===== src/rtl/zx_pkg.sv =====
// zx_pkg: shared state encoding and timing defaults for the memory arbiter
package zx_pkg;
  typedef enum logic [1:0] {S_IDLE, S_CPU, S_LD, S_REC} state_t;
  localparam int ACC_DEF = 3;
  localparam int REC_DEF = 1;
endpackage


===== src/rtl/ram_arbiter.sv =====
// ram_arbiter: shares the external RAM port between the Z80 and a host loader, CPU first
module ram_arbiter
  import zx_pkg::*;
#(
  parameter int AW  = 19,
  parameter int ACC = ACC_DEF,
  parameter int REC = REC_DEF
) (
  input  logic          clock,
  input  logic          reset,
  input  logic          cpuRd,
  input  logic          cpuWr,
  input  logic [AW-1:0] cpuA,
  input  logic [7:0]    cpuD,
  output logic [7:0]    cpuQ,
  input  logic          ldReq,
  input  logic          ldWr,
  input  logic [AW-1:0] ldA,
  input  logic [7:0]    ldD,
  output logic [7:0]    ldQ,
  output logic          ldAck,
  output logic [AW-1:0] ramA,
  output logic [7:0]    ramD,
  output logic          ramOe,
  output logic          ramWe,
  input  logic [7:0]    ramQ,
  output logic          busy
);
  localparam int CW = $clog2((ACC > REC ? ACC : REC) + 1);
  localparam logic [CW-1:0] ACC_C = CW'(ACC);
  localparam logic [CW-1:0] REC_C = CW'(REC);
  state_t state;
  logic [CW-1:0] cnt;
  logic wr, cpu_done, cpu_pend, last;
  assign cpu_pend = (cpuRd | cpuWr) & ~cpu_done;
  assign last = cnt == ACC_C;
  assign busy = state != S_IDLE;
  // one RAM access per CPU bus cycle: re-arm only once both strobes drop
  always_ff @(posedge clock or negedge reset)
    if (!reset) cpu_done <= 1'b0;
    else if (state == S_CPU && last) cpu_done <= 1'b1;
    else if (!cpuRd && !cpuWr) cpu_done <= 1'b0;
  always_ff @(posedge clock or negedge reset)
    if (!reset) begin
      state <= S_IDLE;
      cnt   <= '0;
      wr    <= 1'b0;
      ramA  <= '0;
      ramD  <= '0;
      ramOe <= 1'b0;
      ramWe <= 1'b0;
      cpuQ  <= '0;
      ldQ   <= '0;
      ldAck <= 1'b0;
    end else begin
      ldAck <= 1'b0;
      case (state)
        S_IDLE:
          if (cpu_pend) begin
            state <= S_CPU;
            cnt   <= CW'(1);
            wr    <= cpuWr;
            ramA  <= cpuA;
            ramD  <= cpuD;
            ramOe <= !cpuWr;
            ramWe <= cpuWr;
          end else if (ldReq) begin
            state <= S_LD;
            cnt   <= CW'(1);
            wr    <= ldWr;
            ramA  <= ldA;
            ramD  <= ldD;
            ramOe <= !ldWr;
            ramWe <= ldWr;
          end
        S_CPU, S_LD:
          if (last) begin
            state <= REC > 0 ? S_REC : S_IDLE;
            cnt   <= CW'(1);
            ramOe <= 1'b0;
            ramWe <= 1'b0;
            ldAck <= state == S_LD;
            if (!wr && state == S_CPU) cpuQ <= ramQ;
            if (!wr && state == S_LD) ldQ <= ramQ;
          end else begin
            cnt   <= cnt + CW'(1);
            // write strobe ends one cycle early so address/data hold past it
            ramWe <= wr && (cnt + CW'(1) < ACC_C);
          end
        default:
          if (cnt >= REC_C) state <= S_IDLE;
          else cnt <= cnt + CW'(1);
      endcase
    end
endmodule


===== config.mk =====
export PLATFORM = sky130hd
export DESIGN_NAME = ram_arbiter
export DESIGN_NICKNAME = d
export VERILOG_FILES = /design/src/rtl/zx_pkg.sv /design/src/rtl/ram_arbiter.sv
export SDC_FILE = /design/constraint.sdc
export NUM_CORES = 1
export LEC_CHECK = 0
export ABC_AREA = 1
export BUFFER_PORTS_ARGS = -buffer_cell sky130_fd_sc_hd__buf_4
export CAP_MARGIN = 20
export CORE_ASPECT_RATIO = 0.7
export CORE_MARGIN = 4
export CORE_UTILIZATION = 31
export CTS_CLUSTER_DIAMETER = 150
export DETAILED_ROUTE_END_ITERATION = 8
export SYNTH_ARGS = -nofsm -noshare
export SYNTH_HDL_FRONTEND = slang
export SYNTH_SLANG_ARGS = --single-unit

===== constraint.sdc =====
create_clock -name clock -period 1.77 [get_ports clock]
set_clock_uncertainty 0.15 [all_clocks]
set_input_delay 0.4425 -clock clock [delete_from_list [all_inputs] [get_ports clock]]
set_output_delay 0.4425 -clock clock [all_outputs]
set_load 0.005 [all_outputs]

Yosys cells after proc, flatten, opt, wreduce, memory -nomap -nowiden
Cells that the tools add are included.
{"block": "totals", "register_bits": 52, "latch_bits": 0, "ramBits": 0, "mem_bits_ro": 0, "elab_cells": 72, "memories": 0}
{"block": "classes", "n_addsub": 1, "n_mul": 0, "div": 0, "magnitude_cmp": 2, "n_eq_ne": 6, "shift": 0, "muxes": 26, "n_bitwise": 3, "reduce_logical": 23}
{"op": "two-way mux 19 bit", "n": 2}
{"op": "two-way mux 2 bit", "n": 8}
{"op": "two-way mux 8 bit", "n": 2}
{"op": "AND reduction 3 bit", "n": 4}
{"op": "two-way mux 1 bit", "n": 10}
{"op": "case mux 2 bit (2 select lines)", "n": 2}
{"op": "nonzero test 2 bit", "n": 4}
{"op": "AND reduction 2 bit", "n": 3}
{"op": "logical AND 1 bit", "n": 5}
{"op": "== test 2 bit, second input constant", "n": 2}
{"op": "logical NOT 1 bit", "n": 4}
{"op": "case mux 1 bit (2 select lines)", "n": 2}
{"op": "inequality test 3 x 1 -> 1 bit, second input constant", "n": 1}
{"op": "inequality test 3 bit, second input constant", "n": 1}
{"op": "nonzero test 3 bit", "n": 1}
{"op": "adder 2 x 1 -> 2 bit, second input constant", "n": 1}
{"op": "== test 2 x 1 -> 1 bit, second input constant", "n": 1}
{"op": ">= comparator 2 x 1 -> 1 bit, second input constant", "n": 1}
{"op": "logical NOT 2 bit", "n": 1}
{"op": "< comparator 2 bit, second input constant", "n": 1}
{"op": "inequality test 2 bit, second input constant", "n": 1}
{"op": "OR reduction 2 bit", "n": 1}
{"op": "bitwise AND 1 bit", "n": 1}
{"op": "inverter 1 bit", "n": 1}
{"op": "bitwise OR 1 bit", "n": 1}

Logic depth before layout (Yosys ltp)
{"block": "depth", "depth_word": 5, "mapped_depth": 9, "depth_no_buf": 9}

Worst setup path after synthesis
OpenSTA, ideal clock, no wires.
{"block": "synth_path", "path_type": "register -> register", "from": "register state[0]", "to": "register ldQ[5]", "setup_ps": 117, "t_arrival_ps": 1362, "required_time_ps": 1503, "slack_ps": 141, "stages_incl_launch_ff": 9, "path_buffers": 1, "path_cell_list": "dfrtp_1 inv_1 ha_1 inv_2 nor2_4 nand2_4 buf_6 nand2_2 o21ai_2"}
{"block": "synth_between", "elab_chain_cells": 3, "elab_cells_between_ends": 5, "classes_between": "eq/ne (2); reduce/logical (3)"}
{"item": "start, declared", "line": "ram_arbiter.sv:32", "rtl": "state_t state;"}
{"item": "start signal, assigned", "line": "ram_arbiter.sv:78", "rtl": "state <= REC > 0 ? S_REC : S_IDLE;"}
{"item": "== test 2 bit or == test 2 x 1 -> 1 bit (tied branches)", "line": "ram_arbiter.sv:57, ram_arbiter.sv:84"}
{"item": "OR reduction 2 bit or logical AND 1 bit (tied branches)", "line": "ram_arbiter.sv:57, ram_arbiter.sv:84"}
{"item": "AND reduction 3 bit (no line) *"}
{"item": "end signal, assigned", "line": "ram_arbiter.sv:84", "rtl": "if (!wr && state == S_LD) ldQ <= ramQ;"}
{"item": "end, declared", "line": "ram_arbiter.sv:20", "rtl": "output logic [7:0] ldQ,"}
Mark *: on every way between the ends. The rest lies on a longest branch, timed or not.
A chain may end at the register's enable or synchronous reset.

Worst setup path in the final report
{"block": "layout_path", "from": "register state[1]", "to": "output port busy"}
{"block": "layout_between", "elab_chain_cells": 1}
{"item": "nonzero test 2 bit", "line": "ram_arbiter.sv:37", "rtl": "assign busy = state != S_IDLE;"}
{"item": "end, declared", "line": "ram_arbiter.sv:27", "rtl": "output logic busy"}
Every way passes these cells.

==> impl_summary.md <==
Run status
The flow ran to the end, and the final reports show no timing, DRC or antenna violations.

Floorplan
The die covers 0.0101 mm². The y dimension of the die is 85.3 µm. Measured along the x axis, the die boundary spans 118 µm.

Once the floorplan was initialized, standard cells occupied 32.8% of the core. In this run the standard cell core region covers 0.00807 mm². In this run the count of I/O pins placed on the die edge is 115.

The number of rows in the core area is 27.

Timing
For the final routed database, the setup TNS stands at 0 ns. The setup slack after layout is 0.0601 ns. The period utilization is 96.6%. For the pin with the worst max-slew slack, the measured transition is 0.600 ns. Setup repair after global routing left no endpoint under its margin. The final hold violation count came to 0. The number of pins with negative max-slew slack in the final report is 0. Headroom to the max-slew limit came out at 59.9%.

The maximum clock frequency is 585 MHz. The count of final setup violators is 0. The shortest clock period the worst path allows after layout is 1.71 ns.

Critical path
The worst setup path is launched from a register. The endpoint identified for the worst register-to-register timing path is ramWe$_DFFE_PN0P_. The capturing element of the worst setup path is busy. The reg2reg setup slack is 0.19 ns. Tracing the worst setup path back leads to its startpoint at state[1]$_DFFE_PN0P_. At the worst endpoint, the required time is 1.18 ns. The data arrival time of the critical path is 1.12 ns. In this run the critical register-to-register path is launched from state[1]$_DFFE_PN0P_.

The critical path is of the register to primary output type. The worst register-to-register path has a depth of 7. The worst setup path is captured at a primary output. Of all nets on the critical path, the largest fanout is 6.

Global route
The global-route total usage across every layer is 13.8%. The most utilized layer in the global route result is met1. The number of antenna violations at the first check in global routing is 0. The number of global-route vias before repair came to 2,413. Global routing consumed, on the met3 layer, 4.66% of the routing resources. Entering global routing, the biggest net connects 29 pins. After global routing the overflow that remains totals 0. Global routing used 19.9% of the available met2 tracks. The met1 track demand over resource in global routing is 20.1%.

The global-route wire length before repair is 11.7 mm.

Clocking
The cell sitting at the root of the clock tree is a clkbuf_16. The H-tree depth is 2. The longest clock path from root to sink contains 2 buffers. The clock-pin slew on the worst setup and hold paths is 0.07 ns. The total clock sinks is 52. For the worst-skew pair, the clock arrives at the later sink with an insertion delay of 0.29 ns.

The TritonCTS clock tree is built. The CTS buffer count is 5.

Placed design
Port buffering added 114 buffers. The congestion estimate from routability-driven global placement came to 0.811. After legalization and detailed placement, the total HPWL measured 5.47 mm. The worst slack at placement is 0.0550 ns.

Route
In this run the remaining antenna-violating nets after routing total 0. The first-pass iteration count of the detailed router is 4. For this block, the initial DRC count from the detailed router was 99. The wire length after detailed routing is 7.02 mm. The number of remaining DRC errors is 0. The total vias in the final route is 2,460. In the final routed layout, each cell accounts on average for 12.4 µm. Dividing the detail-routed via count by the number of cells gives 4.35.

Synth
The cell count after synthesis came out at 346. The number of distinct library cell variants in the gate-level netlist after synthesis is 22. In this run the biggest area consumer among cell types represents 49.1% of the synthesized area.

In this run the cell area of the synthesized design comes to 0.00265 mm². Counting flops with an async set or reset pin after synthesis yields a share of 100%. The number of synthesis warnings is 0.

In the synthesized netlist, the cells that appear most often are nand2_1, dfrtp_1, inv_1. The average instance in the mapped netlist occupies 7.65 µm². The main flop type after synthesis is dfrtp_1. The number of nets handed over by synthesis was 423. The number of enable-type register cells in the synthesized netlist is 0. The sequential element share of the synthesized area is 49.1%. Summed over all instances, the cell type with the most area after synthesis is dfrtp_1. The most common cell in the synthesized netlist is nand2_1. Synthesis inferred 52 register bits. Sorting the synthesized cells by area gives the leading types as dfrtp_1, nand2_1, ha_1.

Min path
The launch instance of the worst min-delay path is ramQ[2]. The worst hold path passes through 3 cells. The worst hold path belongs to the class primary input to register.

Final layout
Relative to the synthesized area, the layout overhead comes to 43.9%. The area used by multi-input combinational logic is 0.00118 mm². Of the cells placed in the final design, the portion with a size suffix greater than 1 is 33.1%. 0 antenna diodes ended up in the layout. The filler cells instantiated in the layout total 826. The number of nets in the layout is 541. The sequential cell area is 0.00130 mm².

Pwr
The power per cell area is 1670 mW/mm². The maximum ir drop on the vdd rail is 0.000632 V. In this run the static leakage power is 2.18 nW.

Run
The tool flagged a number of max-cap violations equal to 0.
==> cell type report <==
class / instances / share of cell area, %
inverters: 25 / 2.46
multi-input cells: 257 / 31.1
repair buffers: 123 / 25.0
flip-flops and latches: 52 / 34.2
clock buffers: 5 / 3.29
clock inverters: 3 / 0.723
well taps: 101 / 3.32
==> timing repair <==
item | CTS | global route
buffers inserted | 0 | 0
pin swaps | 0 | 1
hold buffers | 1 | 0
endpoints found under the setup margin | 1 | 1
hold endpoints to repair | 22 | 0
gates resized for setup | 2 | 2
==> where the power goes <==
group / switching [mW] / total, mW / internal [mW]
sequential: 0.349 / 2.11 / 1.76
combinational: 1.79 / 3.29 / 1.51
clock: 0.438 / 0.975 / 0.536
total: 2.57 / 6.38 / 3.80
==> worst min path at each step <==
stage	to
2_1_floorplan	cnt[0]$_DFFE_PN0P_
3_3_place_gp	wr$_DFFE_PN0P_
3_5_place_dp	ramOe$_DFFE_PN0P_
4_1_cts	ldQ[2]$_DFFE_PN0P_
5_1_grt	ldQ[5]$_DFFE_PN0P_
6_report	ldQ[2]$_DFFE_PN0P_
==> layer usage <==
layer	share of wire, %	vias to the layer above
met5	0	-
met2	39	96
met3	9.0	2
li1	-	1291
met4	0.37	0
met1	51	1071
==> flip-flops by register name, summed over array words and instances (netlist names) <==
signal and flops:
ramWe 1, ldAck 1, ramD 8, cnt 2, wr 1, ramA 19
ramOe 1, cpuQ 8, cpu_done 1, state 2, ldQ 8
==> cell usage in the layout, fill, tap and decap left out, types with 5 or more instances in the layout <==
cell type and n:
o21ai_1 11, o21ai_0 6, inv_1 18, buf_4 120, nand3_1 7, o21ai_2 9
ha_1 8, nand2_1 203, inv_2 6, clkbuf_16 5, dfrtp_1 52
==> critical path, cell delays in order, from the launching register on <==
cell     delay (ns)
dfrtp_1        0.39
inv_2          0.08
ha_4           0.17
inv_2          0.06
buf_4          0.13
==> through the flow <==
step	cell area, µm²	cells	hold slack (ns)	total power, mW	utilization [%]
floorplan	2650	346	-0.00309	3.96	-
global placement	3630	557	0.225	5.34	45.0
detailed placement	3630	557	0.224	5.40	45.0
CTS	3810	566	0.263	6.47	47.2
global route	3810	566	0.267	7.02	47.2
finish	3810	566	0.267	6.38	47.2
==> cell families (layout without fill, tap and decap cells) <==
logic type / after synthesis / after routing / synth area share, %
AO/OA/AOI/OAI: 28 / 28 / 6.66
adder cells (fa/ha/maj): 9 / 9 / 4.25
buffers and inverters: 37 / 156 / 6.62
flip-flops: 52 / 52 / 49.1
AND/OR/NAND/NOR: 220 / 220 / 33.3
No activity file was read; power rests on OpenSTA's default activity.
